==> config.mk <==
export PLATFORM = sky130hd
export DESIGN_NAME = leaf_wb_ctrl
export DESIGN_NICKNAME = d
export VERILOG_FILES = /design/src/rtl/leaf_wb_ctrl_pkg.sv /design/src/rtl/leaf_rst_seq.sv /design/src/rtl/leaf_wb_ctrl.sv
export SDC_FILE = /design/constraint.sdc
export NUM_CORES = 1
export LEC_CHECK = 0
export CORE_MARGIN = 8
export CORE_UTILIZATION = 48
export DETAILED_ROUTE_END_ITERATION = 7
export PLACE_DENSITY = 0.8
export REMOVE_ABC_BUFFERS = 1
export SLEW_MARGIN = 15
export SYNTH_ARGS = -nofsm -noshare
export SYNTH_HDL_FRONTEND = slang
export SYNTH_SLANG_ARGS = --single-unit
export TNS_END_PERCENT = 10
==> constraint.sdc <==
create_clock -name wb_clk_i -period 2.15 [get_ports wb_clk_i]
set_input_delay 0.215 -clock wb_clk_i [delete_from_list [all_inputs] [get_ports wb_clk_i]]
set_output_delay 0.215 -clock wb_clk_i [all_outputs]
set_load 0.01 [all_outputs]
==> src/rtl/leaf_wb_ctrl_pkg.sv <==
// leaf_wb_ctrl_pkg: register offsets, CTRL bit indices and FSM state types for leaf_wb_ctrl
package leaf_wb_ctrl_pkg;
  localparam logic [3:0] CTRL_OFS    = 4'h0;
  localparam logic [3:0] DIV_OFS     = 4'h4;
  localparam logic [3:0] STATUS_OFS  = 4'h8;
  localparam logic [3:0] SCRATCH_OFS = 4'hC;
  localparam int CTRL_RUN  = 0;
  localparam int CTRL_UART = 1;
  localparam int CTRL_IRQ  = 2;
  typedef enum logic {BUS_IDLE, BUS_ACK} bus_state_t;
  typedef enum logic [1:0] {SEQ_HOLD, SEQ_COUNT, SEQ_RUN} seq_state_t;
endpackage

==> src/rtl/leaf_rst_seq.sv <==
// leaf_rst_seq: holds core reset until core_run has been high for RST_HOLD_CYCLES cycles
module leaf_rst_seq
  import leaf_wb_ctrl_pkg::*;
#(
  parameter int RST_HOLD_CYCLES = 16
) (
  input  logic clk,
  input  logic rst,
  input  logic core_run,
  output logic core_rst_o,
  output logic seq_busy
);
  localparam logic [7:0] HOLD_LAST = 8'(RST_HOLD_CYCLES - 1);
  seq_state_t state, state_d;
  logic [7:0] cnt, cnt_d;
  always_comb begin
    state_d = state;
    cnt_d   = '0;
    case (state)
      SEQ_HOLD:  state_d = core_run ? SEQ_COUNT : SEQ_HOLD;
      SEQ_COUNT: begin
        state_d = !core_run ? SEQ_HOLD : (cnt == HOLD_LAST) ? SEQ_RUN : SEQ_COUNT;
        cnt_d   = (core_run && cnt != HOLD_LAST) ? cnt + 8'd1 : '0;
      end
      SEQ_RUN:   state_d = core_run ? SEQ_RUN : SEQ_HOLD;
      default:   state_d = SEQ_HOLD;
    endcase
  end
  always_ff @(posedge clk) begin
    if (rst) begin
      state <= SEQ_HOLD;
      cnt   <= '0;
    end else begin
      state <= state_d;
      cnt   <= cnt_d;
    end
  end
  assign core_rst_o = state != SEQ_RUN;
  assign seq_busy   = state == SEQ_COUNT;
endmodule

==> src/rtl/leaf_wb_ctrl.sv <==
// leaf_wb_ctrl: Wishbone control slave for leaf_chip (core reset, UART config, tx start-bit count); irq via LEAF_WB_CTRL_IRQ_EN
module leaf_wb_ctrl
  import leaf_wb_ctrl_pkg::*;
#(
  parameter logic [31:0] ADDR_BASE       = 32'h3000_0000,
  parameter int          RST_HOLD_CYCLES = 16,
  parameter int          DIV_W           = 16,
  parameter int          DIV_RESET       = 434
) (
  input  logic             wb_clk_i,
  input  logic             wb_rst_i,
  input  logic             wbs_cyc_i,
  input  logic             wbs_stb_i,
  input  logic             wbs_we_i,
  input  logic [3:0]       wbs_sel_i,
  input  logic [31:0]      wbs_adr_i,
  input  logic [31:0]      wbs_dat_i,
  output logic             wbs_ack_o,
  output logic [31:0]      wbs_dat_o,
  output logic             core_rst_o,
  output logic             uart_en_o,
  output logic [DIV_W-1:0] uart_div_o,
  input  logic             tx_i,
  output logic             irq_o
);
`ifdef LEAF_WB_CTRL_IRQ_EN
  localparam logic [2:0] CTRL_WMASK = 3'b111;
`else
  localparam logic [2:0] CTRL_WMASK = 3'b011;
`endif
  bus_state_t bus_q, bus_d;
  logic [2:0] ctrl, ctrl_nx, ctrl_wm;
  logic [DIV_W-1:0] div;
  logic [31:0] scratch, bmask, rdata, dat_q;
  logic [15:0] sb_cnt;
  logic [3:0] ofs;
  logic tx_q, tx_pend, tx_fall, go, wr, st_wr, seq_busy;
  logic unused_adr;
  assign unused_adr = ^wbs_adr_i[1:0];
  assign go      = bus_q == BUS_IDLE && wbs_cyc_i && wbs_stb_i && wbs_adr_i[31:4] == ADDR_BASE[31:4];
  assign wr      = go && wbs_we_i;
  assign ofs     = {wbs_adr_i[3:2], 2'b00};
  assign st_wr   = wr && ofs == STATUS_OFS;
  assign bmask   = {{8{wbs_sel_i[3]}}, {8{wbs_sel_i[2]}}, {8{wbs_sel_i[1]}}, {8{wbs_sel_i[0]}}};
  assign ctrl_wm = wbs_sel_i[0] ? CTRL_WMASK : 3'b000;
  assign ctrl_nx = (wr && ofs == CTRL_OFS) ? (ctrl & ~ctrl_wm) | (wbs_dat_i[2:0] & ctrl_wm) : ctrl;
  assign tx_fall = tx_q && !tx_i && !core_rst_o;
  always_comb begin
    bus_d = go ? BUS_ACK : BUS_IDLE;
    rdata = ofs == CTRL_OFS   ? {29'b0, ctrl} :
            ofs == DIV_OFS    ? 32'(div) :
            ofs == STATUS_OFS ? {sb_cnt, 13'b0, tx_pend, seq_busy, core_rst_o} : scratch;
  end
  // Sequencer sees the post-write core_run so COUNT starts on the write-ack edge
  leaf_rst_seq #(.RST_HOLD_CYCLES(RST_HOLD_CYCLES)) u_seq (
    .clk        (wb_clk_i),
    .rst        (wb_rst_i),
    .core_run   (ctrl_nx[CTRL_RUN]),
    .core_rst_o (core_rst_o),
    .seq_busy   (seq_busy)
  );
  always_ff @(posedge wb_clk_i) begin
    if (wb_rst_i) begin
      bus_q   <= BUS_IDLE;
      dat_q   <= '0;
      ctrl    <= '0;
      div     <= DIV_W'(DIV_RESET);
      scratch <= '0;
      tx_q    <= 1'b0;
      sb_cnt  <= '0;
      tx_pend <= 1'b0;
    end else begin
      bus_q   <= bus_d;
      dat_q   <= go ? rdata : '0;
      ctrl    <= ctrl_nx;
      if (wr && ofs == DIV_OFS)
        div <= (div & ~bmask[DIV_W-1:0]) | (wbs_dat_i[DIV_W-1:0] & bmask[DIV_W-1:0]);
      if (wr && ofs == SCRATCH_OFS)
        scratch <= (scratch & ~bmask) | (wbs_dat_i & bmask);
      tx_q    <= tx_i;
      sb_cnt  <= st_wr ? '0 : (tx_fall && sb_cnt != 16'hFFFF) ? sb_cnt + 16'd1 : sb_cnt;
      tx_pend <= tx_fall ? 1'b1 : (st_wr && wbs_sel_i[0] && wbs_dat_i[2]) ? 1'b0 : tx_pend;
    end
  end
`ifdef LEAF_WB_CTRL_IRQ_EN
  logic irq_q;
  always_ff @(posedge wb_clk_i) irq_q <= wb_rst_i ? 1'b0 : tx_pend && ctrl[CTRL_IRQ];
  assign irq_o = irq_q;
`else
  assign irq_o = 1'b0;
`endif
  assign wbs_ack_o  = bus_q == BUS_ACK;
  assign wbs_dat_o  = dat_q;
  assign uart_en_o  = ctrl[CTRL_UART];
  assign uart_div_o = div;
endmodule

== After elaboration in Yosys (flattened, before gate mapping) ==
Cells that the tools add are included.
Operators by class
  add/subtract/negate cells: 2
  equal/unequal tests: 10
  muxes and demuxes: 13
  bitwise operators: 16
  reduce and logical (&&, ||, !) cells: 24
Operator list (number)
  AND 32 bit: 2
  AND 16 bit: 2
  two-way mux 32 bit: 1
  inverter 32 bit: 1
  bitwise OR 32 bit: 1
  == test 28 x 26 -> 1 bit (second input constant): 1
  adder 16 x 1 -> 16 bit (second input constant): 1
  two-way mux 16 bit: 1
  != test 16 bit (second input constant): 1
  inverter 16 bit: 1
  bitwise OR 16 bit: 1
  logical AND 1 bit: 14
  adder 8 x 1 -> 8 bit (second input constant): 1
  == test 8 x 4 -> 1 bit (second input constant): 1
  two-way mux 2 bit: 4
  != test 8 x 4 -> 1 bit (second input constant): 1
  == test 2 bit (second input constant): 3
  case mux 2 bit (3 select lines): 1
  OR reduction 3 bit: 2
  two-way mux 1 bit: 5
  == test 2 x 1 -> 1 bit (second input constant): 2
  zero test 4 bit: 1
  inverter 1 bit: 4
  OR reduction 2 bit: 2
  10 further kinds: 11
Word-level totals
  register bits: 112
  input bits: 74
  output and inout bits: 52
  word-level logic and storage cells: 78

== Depth between registers and ports, before layout ==
Gate-level depths: netlist of run 1.
  word-level depth: 10
  gate-level depth with buffers: 7
  depth with buffers taken out: 6

== Cells and area by module ==
Synthesis of run 1 repeated with hierarchy kept, for this count alone.
Unflattened totals
  cell total of the unflattened synthesis: 535
  area, all modules: 4825.9 µm²
Modules (own cells, without submodules)
  leaf_wb_ctrl: times used 1, cells each 489, area an instance 4395.5 µm², sequential area each 2021.9 µm²
  leaf_rst_seq: times used 1, cells each 46, area an instance 430.4 µm², sequential area each 200.2 µm²

== Least setup slack after synthesis of run 1 ==
No wires, ideal clock.
  kind: register -> register
  start point: register bus_q, in the netlist wbs_ack_o
  end point: register with a tool-made name
  library setup time: 0.128 ns
  arrival time: 1.794 ns
  required time: 2.022 ns
  setup slack: 0.228 ns
  stages on the path, launching flop included: 7
  buffers on the path: 1
  period minus slack after synthesis: 1.922 ns
  cell sequence: dfxtp_1 -> and4bb_1 -> nand4_2 -> buf_6 -> nor4_4 -> mux2i_1 -> nor2_1
RTL lines
  start, declared: line leaf_wb_ctrl.sv:31  | bus_state_t bus_q, bus_d;
  start signal, assigned: line leaf_wb_ctrl.sv:73  | bus_q <= bus_d;

== Worst setup path in the final report of run 1 ==
  start point: input wbs_adr_i[22]
  end point: register u_seq.cnt[3]
On the way
  cells in the longest elaborated chain, start to end: 8
Ends and longest elaborated chain
  start, declared: line leaf_wb_ctrl.sv:16  | input logic [31:0] wbs_adr_i,
  == test 28 x 26 -> 1 bit: line leaf_wb_ctrl.sv:40  | assign go = bus_q == BUS_IDLE && wbs_cyc_i && wbs_stb_i && wbs_adr_i[31:4] == ADDR_BASE[31:4];
  logical AND 1 bit: line leaf_wb_ctrl.sv:40
  logical AND 1 bit: line leaf_wb_ctrl.sv:41  | assign wr = go && wbs_we_i;
  logical AND 1 bit: line leaf_wb_ctrl.sv:46  | assign ctrl_nx = (wr && ofs == CTRL_OFS) ? (ctrl & ~ctrl_wm) | (wbs_dat_i[2:0] & ctrl_wm) : ctrl;
  two-way mux 1 bit: line leaf_wb_ctrl.sv:46
  logical AND 1 bit: line leaf_rst_seq.sv:23  | cnt_d = (core_run && cnt != HOLD_LAST) ? cnt + 8'd1 : '0;
  inverter 1 bit (no line)
  OR reduction 3 bit (no line)
  end signal, assigned: line leaf_rst_seq.sv:35  | cnt <= cnt_d;
  end, declared: line leaf_rst_seq.sv:15  | logic [7:0] cnt, cnt_d;
Every way passes these cells.
A chain may end at the register's enable or synchronous reset.

==> results of run 1 <==
## routing by layer
| metal | up-vias | share of wire [%] | global-route usage [%] |
|---|---|---|---|
| li1 | 1905 | - | - |
| met2 | 107 | 48 | 30.57 |
| met1 | 1790 | 41 | 19.84 |
| met3 | 14 | 8.9 | 7.401 |
| met4 | 0 | 1.7 | 6.385 |
| met5 | - | 0 | 0 |
## through the flow
step / setup TNS, ns / power (W)
3_5_place_dp: -2.546 / 0.002341
6_report: 0 / 0.003454
2_1_floorplan: -5.529 / 0.002151
5_1_grt: 0 / 0.003586
3_3_place_gp: -1.641 / 0.002336
4_1_cts: 0 / 0.003485
## synthesized netlist by cell type (2+ instances only)
master,n
nor4_2,4
clkbuf_1,18
a21oi_1,29
nand2_1,47
nor3_1,15
mux4_2,2
o21ai_0,12
xnor2_1,7
and4_1,2
and3_1,3
xor2_1,7
mux2i_1,56
mux2_2,2
nand3b_1,4
nand2b_1,8
or3_1,8
buf_6,2
nand3_1,9
nor2b_1,3
and2_1,5
nand4_1,6
inv_1,3
nor4_1,6
nor2_1,74
buf_1,2
dfxtp_1,111
ha_1,2
nor4_4,5
or4_1,2
a211oi_1,2
## critical path: cells and delay by family
family                 cells  cell delay [ns]
buffers and inverters      3             0.85
and+or+nand+nor            4             0.79
muxes                      1             0.32
## power by group
group,switching [W],internal [W],total (W)
registers,0.000000474,0.00206,0.00206
logic,0.0000912,0.000145,0.000236
clock network,0.000726,0.000436,0.00116
total,0.000817,0.00264,0.00345
## kinds of logic after synthesis
kind of cell    after synthesis  share of synthesized area (%)
compound gates               48                          5.817
xor+xnor                     14                          2.728
fa+ha+maj                     2                         0.5565
buf+inv                      27                          2.672
flops                       111                          49.43
mux                          60                          13.97
other cells                   1                        0.08342
simple gates                208                          24.74
## cell type report
cell class / instances / area [µm²] / area share (%)
flip-flops and latches: 111 / 2222 / 35.97
multi-input cells: 333 / 2153 / 34.85
repair buffers: 149 / 1469 / 23.77
well taps: 111 / 138.9 / 2.248
clock buffers: 9 / 123.9 / 2.005
clock inverters: 6 / 56.30 / 0.9113
inverters: 4 / 15.01 / 0.2430
## final timing paths
kind / start / end / depth (start not counted)
worst min register to register: flip-flop / wbs_dat_o[29]$_SDFF_PP0_ / 2
worst max-delay path: wbs_adr_i[22] / u_seq.cnt[3]$_SDFF_PP0_ / 8
worst min-delay path: wb_rst_i / ctrl[0]$_SDFF_PP0_ / 2
worst max register to register: wbs_ack_o$_SDFF_PP0_ / u_seq.cnt[3]$_SDFF_PP0_ / 7
==> results.cfg, run 1 <==
[run_status]
outcome = finished clean

[route]
first_pass_iters = 4
drt_wl_total_mm = 11.38
avgViaCountPerCell = 5.278
vias = 3816
ant_nets = 0
drc = 0
routedWlPerCell_um = 15.73
drtIter0Drc = 172

[clock_network]
htree_levels = 3
postCtsHoldBufs = 0
worstSkewPairLatency_ns = 0.37
clockRootBuffer = clkbuf_8
clockBufferDepth = 2
cts_setup_buffers = 0
tritoncts = yes
clk_pin_slew_ns = 0.11
cts.sinks = 111
ctsResizeCount = 0
cts_made_buffers = 9

[synthesis]
async_flop_share_pct = 0
avgSynthCellArea_um2 = 9.545
ys_seq_area_share_pct = 49.43
synth_seq_cells = 111
synth_cell_types = 45
post_synth_main_area_contributors = dfxtp_1 (49%), mux2i_1 (12%), nor2_1 (6.2%)
syn_inst = 471
ys.flop_type = dfxtp_1
synth_top_area_cell = dfxtp_1
synth_area_um2 = 4496
ys_warn_count = 0
synth_edf_count = 0
netlist.area_leader.share_pct = 49.43

[timing]
rsz0062_at_grt = no
fin_crit_sh_pct = 89.21
setup_ws_ns = 0.2320
slew_violations = 0
fmax_ghz = 0.5214
period_needed_ns = 1.918
hold_viol_final = 0
finalSetupViolCount = 0
hold_slack_ns = 0.1689
clock_skew_ns = 0.01605

[power_and_ir_drop]
vdd_drop_max_mv = 0.3743
leakage_nw = 2.140
power_density_nw_per_um2 = 559.0

[place]
dp_hpwl_mm = 8.680
place_congestion = 0.8406
port_buffers = 122
preCtsSetupSlack_ns = -0.1455
postPlaceCellArea_um2 = 5998
dp_cells = 708

[layout]
nets = 684
final_common_cell = clkdlybuf4s50_1
diodes = 0
mostFrequentLayoutCells = clkdlybuf4s50_1 (121), dfxtp_1 (111), nor2_1 (74), mux2i_1 (56), nand2_1 (47)
drive_above_1_share_pct = 9.967
fillers = 716
utilization_pct = 67.51
finalInstanceArea_um2 = 6178
final_cell_count_no_fill = 723
syn_to_final_growth_pct = 37.43

[global_route]
grt_pass1_wl_mm = 18.93
grt_max_degree = 32
gr-total-overflow = 0
grt_usage_pct = 18.00
grt_pass1_vias = 3959
antenna_found_initial = 0

[worst_setup_path]
ff2ff_setup_slack_ns = 0.27
crit_required_ns = 2.40
cpPeakStageDelay_ns = 0.40
path_class = input port to flip-flop
path_cells = clkdlybuf4s50_1 > nor4_1 > nand4_1 > buf_4 > nor3_1 > mux2i_1 > buf_4 > nor3_1
critical_path_arrival_ns = 2.17
crit_path_max_fanout = 9
slowest_stage = clkdlybuf4s50_1
cp-start-kind = input port
cp-end-kind = flip-flop

[die]
coreArea_um2 = 9153
std_cell_rows = 35
die_h_um = 112.8
start_util_pct = 49.12
die_w_um = 112.8
ios = 126
fp.dieArea_um2 = 12720

[min_path]
hold_path.class = input port to flip-flop

[run]
cap_viol_max_count = 0
(Power assumes the default switching activity.)
==> inputs of run 2 (changes only) <==
Settings changed: CORE_MARGIN 8 to 2, MAX_ROUTING_LAYER from default to met4.
==> run 2 against run 1 <==
Non-clock buffer count down 3. Clock-buffer cell count up 1. Sequential power about the same. Combinational power shrank 2%. Die area decreased by 20%. Critical path type unchanged. Register-to-register slack worse by 0.02 ns. Routed wire length down 7.9%.
==> results.cfg, run 2 (same netlist as run 1, synthesis figures left out) <==
[run_status]
outcome = finished clean

[route]
drt_wl_total_mm = 10.47
ant_nets = 0
routedWlPerCell_um = 14.53
first_pass_iters = 4
vias = 3802
drc = 0
drtIter0Drc = 126
avgViaCountPerCell = 5.273

[timing]
hold_viol_final = 0
finalSetupViolCount = 0
rsz0062_at_grt = no
fmax_ghz = 0.5065
setup_ws_ns = 0.1757
worst_slew_pin_slew_ns = 0.5505
relSlewSlack_pct = 63.30
fin_crit_sh_pct = 91.83
clock_skew_ns = 0.009196
period_needed_ns = 1.974
slew_violations = 0

[die]
die_h_um = 100.8
die_w_um = 100.8
ios = 126
coreArea_um2 = 9153
start_util_pct = 49.12
fp.dieArea_um2 = 10160
std_cell_rows = 35

[global_route]
global_route.usage.met3_pct = 6.935
top_usage_layer = met2
grt_pass1_vias = 3886
grt_usage_pct = 22.46
gr-total-overflow = 0
met2_usage_pct = 37.38
grt_pass1_wl_mm = 17.71
grt_max_degree = 58
use_met1_pct = 26.18
antenna_found_initial = 0

[place]
dp_hpwl_mm = 7.855
postPlaceCellArea_um2 = 5988
preCtsSetupSlack_ns = -0.2528
dp_cells = 705
port_buffers = 122
place_congestion = 0.8732

[layout]
finalInstanceArea_um2 = 6217
diodes = 0
mostFrequentLayoutCells = clkdlybuf4s50_1 (121), dfxtp_1 (111), nor2_1 (74), mux2i_1 (56), nand2_1 (47)
nets = 681
drive_above_1_share_pct = 9.672
final_cell_count_no_fill = 721
syn_to_final_growth_pct = 38.30
multi_input_area_um2 = 2153
final_common_cell = clkdlybuf4s50_1
register_area_um2 = 2222
fillers = 695

[clock_network]
worstSkewPairLatency_ns = 0.38
ctsResizeCount = 0
htree_levels = 3
clockBufferDepth = 2
clk_pin_slew_ns = 0.11
clockRootBuffer = clkbuf_8
postCtsHoldBufs = 0
cts_made_buffers = 9
cts.sinks = 111
tritoncts = yes
cts_setup_buffers = 0

[power_and_ir_drop]
swShare_pct = 23.28
p_comb_share_pct = 6.3
clkPwrFrac_pct = 37.3
p_total_w = 0.003650
leakage_nw = 2.149
p_switching_w = 0.0008497
pwr-share-seq_pct = 56.3
vdd_drop_max_mv = 0.4274
p_int_w = 0.002800
power_density_nw_per_um2 = 587.1

[worst_setup_path]
path_cells = clkdlybuf4s50_1 > nor4_2 > nand4_2 > buf_12 > nor4_4 > buf_12 > mux2i_1 > nor2_1
cp-end-kind = flip-flop
timing.rr.start = wbs_ack_o$_SDFF_PP0_
critical_path_arrival_ns = 2.23
crit_path_max_fanout = 8
cpPeakStageDelay_ns = 0.44
path_class = input port to flip-flop
cpMostUsedCell = buf_12
crit_required_ns = 2.40
slowest_stage = clkdlybuf4s50_1
ff2ff_setup_slack_ns = 0.25
reg2reg_depth = 7
cp-start-kind = input port
critical_path_buf_inv_count = 3
crit_family = simple AND/OR/NAND/NOR gates

[min_path]
hold_depth = 2
holdPathEnd = ctrl[0]$_SDFF_PP0_
hold_path.class = input port to flip-flop
min-delay-start = wb_rst_i

[run]
cap_viol_max_count = 0
==> run 2: cell count changes in the layout (fill, tap and decap cells not counted) <==
cell / change
inv_8: +1
buf_4: -4
clkinv_8: +1
buf_12: +1
bufinv_16: +1
clkinv_2: -1
inv_6: -2
clkbuf_8: +1
==> run 2: how the worst max path moves through the flow <==
stage / from / slack (ns) / cells after the start / to
after floorplan: wbs_adr_i[18] / -0.21 / 4 / flip-flop
after global placement: wbs_adr_i[13] / -0.10 / 8 / flip-flop
after detailed placement: wbs_adr_i[4] / -0.25 / 8 / flip-flop
after CTS: wbs_adr_i[4] / 0.15 / 8 / flip-flop
after global routing: wbs_adr_i[4] / 0.04 / 8 / flip-flop
final: wbs_adr_i[4] / 0.18 / 8 / flip-flop
==> run 2: routing by layer <==
metal  wire (µm)  up-vias  share of wire [%]
li1            -     1890                  -
met1        4517     1786                 43
met2        5108      113                 49
met3         676       13                6.5
met4         172        0                1.6
met5           0        -                  0
==> run 2: final cells by class <==
cell class,count,area share (%)
Clock buffer,10,2.214
Clock inverter,6,1.469
Inverter,4,0.2415
Multi-Input combinational cell,333,34.63
Sequential cell,111,35.74
Tap cell,111,2.234
Timing Repair Buffer,146,23.47
==> run 2: power groups by stage <==
| stage | clock network [W] | logic [W] | registers (W) |
|---|---|---|---|
| 3_5_place_dp | 0 | 0.000233 | 0.00210 |
| 6_report | 0.00136 | 0.000231 | 0.00206 |
| 3_3_place_gp | 0 | 0.000229 | 0.00210 |
| 2_1_floorplan | 0 | 0.0000474 | 0.00210 |
| 5_1_grt | 0.00148 | 0.000248 | 0.00206 |
| 4_1_cts | 0.00139 | 0.000234 | 0.00206 |
==> run 2: metrics by stage <==
step / hold WS, ns / setup TNS [ns] / utilization (%)
detailed placement: 0.4484 / -10.40 / 65.43
finish: 0.1434 / 0 / 67.93
global placement: 0.4428 / -3.956 / 65.43
global route: 0.1454 / 0 / 67.93
CTS: 0.1311 / 0 / 67.93
floorplan: 0.2866 / -5.529 / -
==> run 2: worst reg2reg max path, delay by kind of cell (launching register included) <==
family	cells	cell delay (ns)
simple gates	4	0.83
buf+inv	2	0.40
flops	1	0.32
mux	1	0.23
==> inputs of run 3 (changes only) <==
Settings changed: CAP_MARGIN from default to 10.
==> results of run 3 <==
The final DEF is identical to that of run 2; final timing and power are the same.
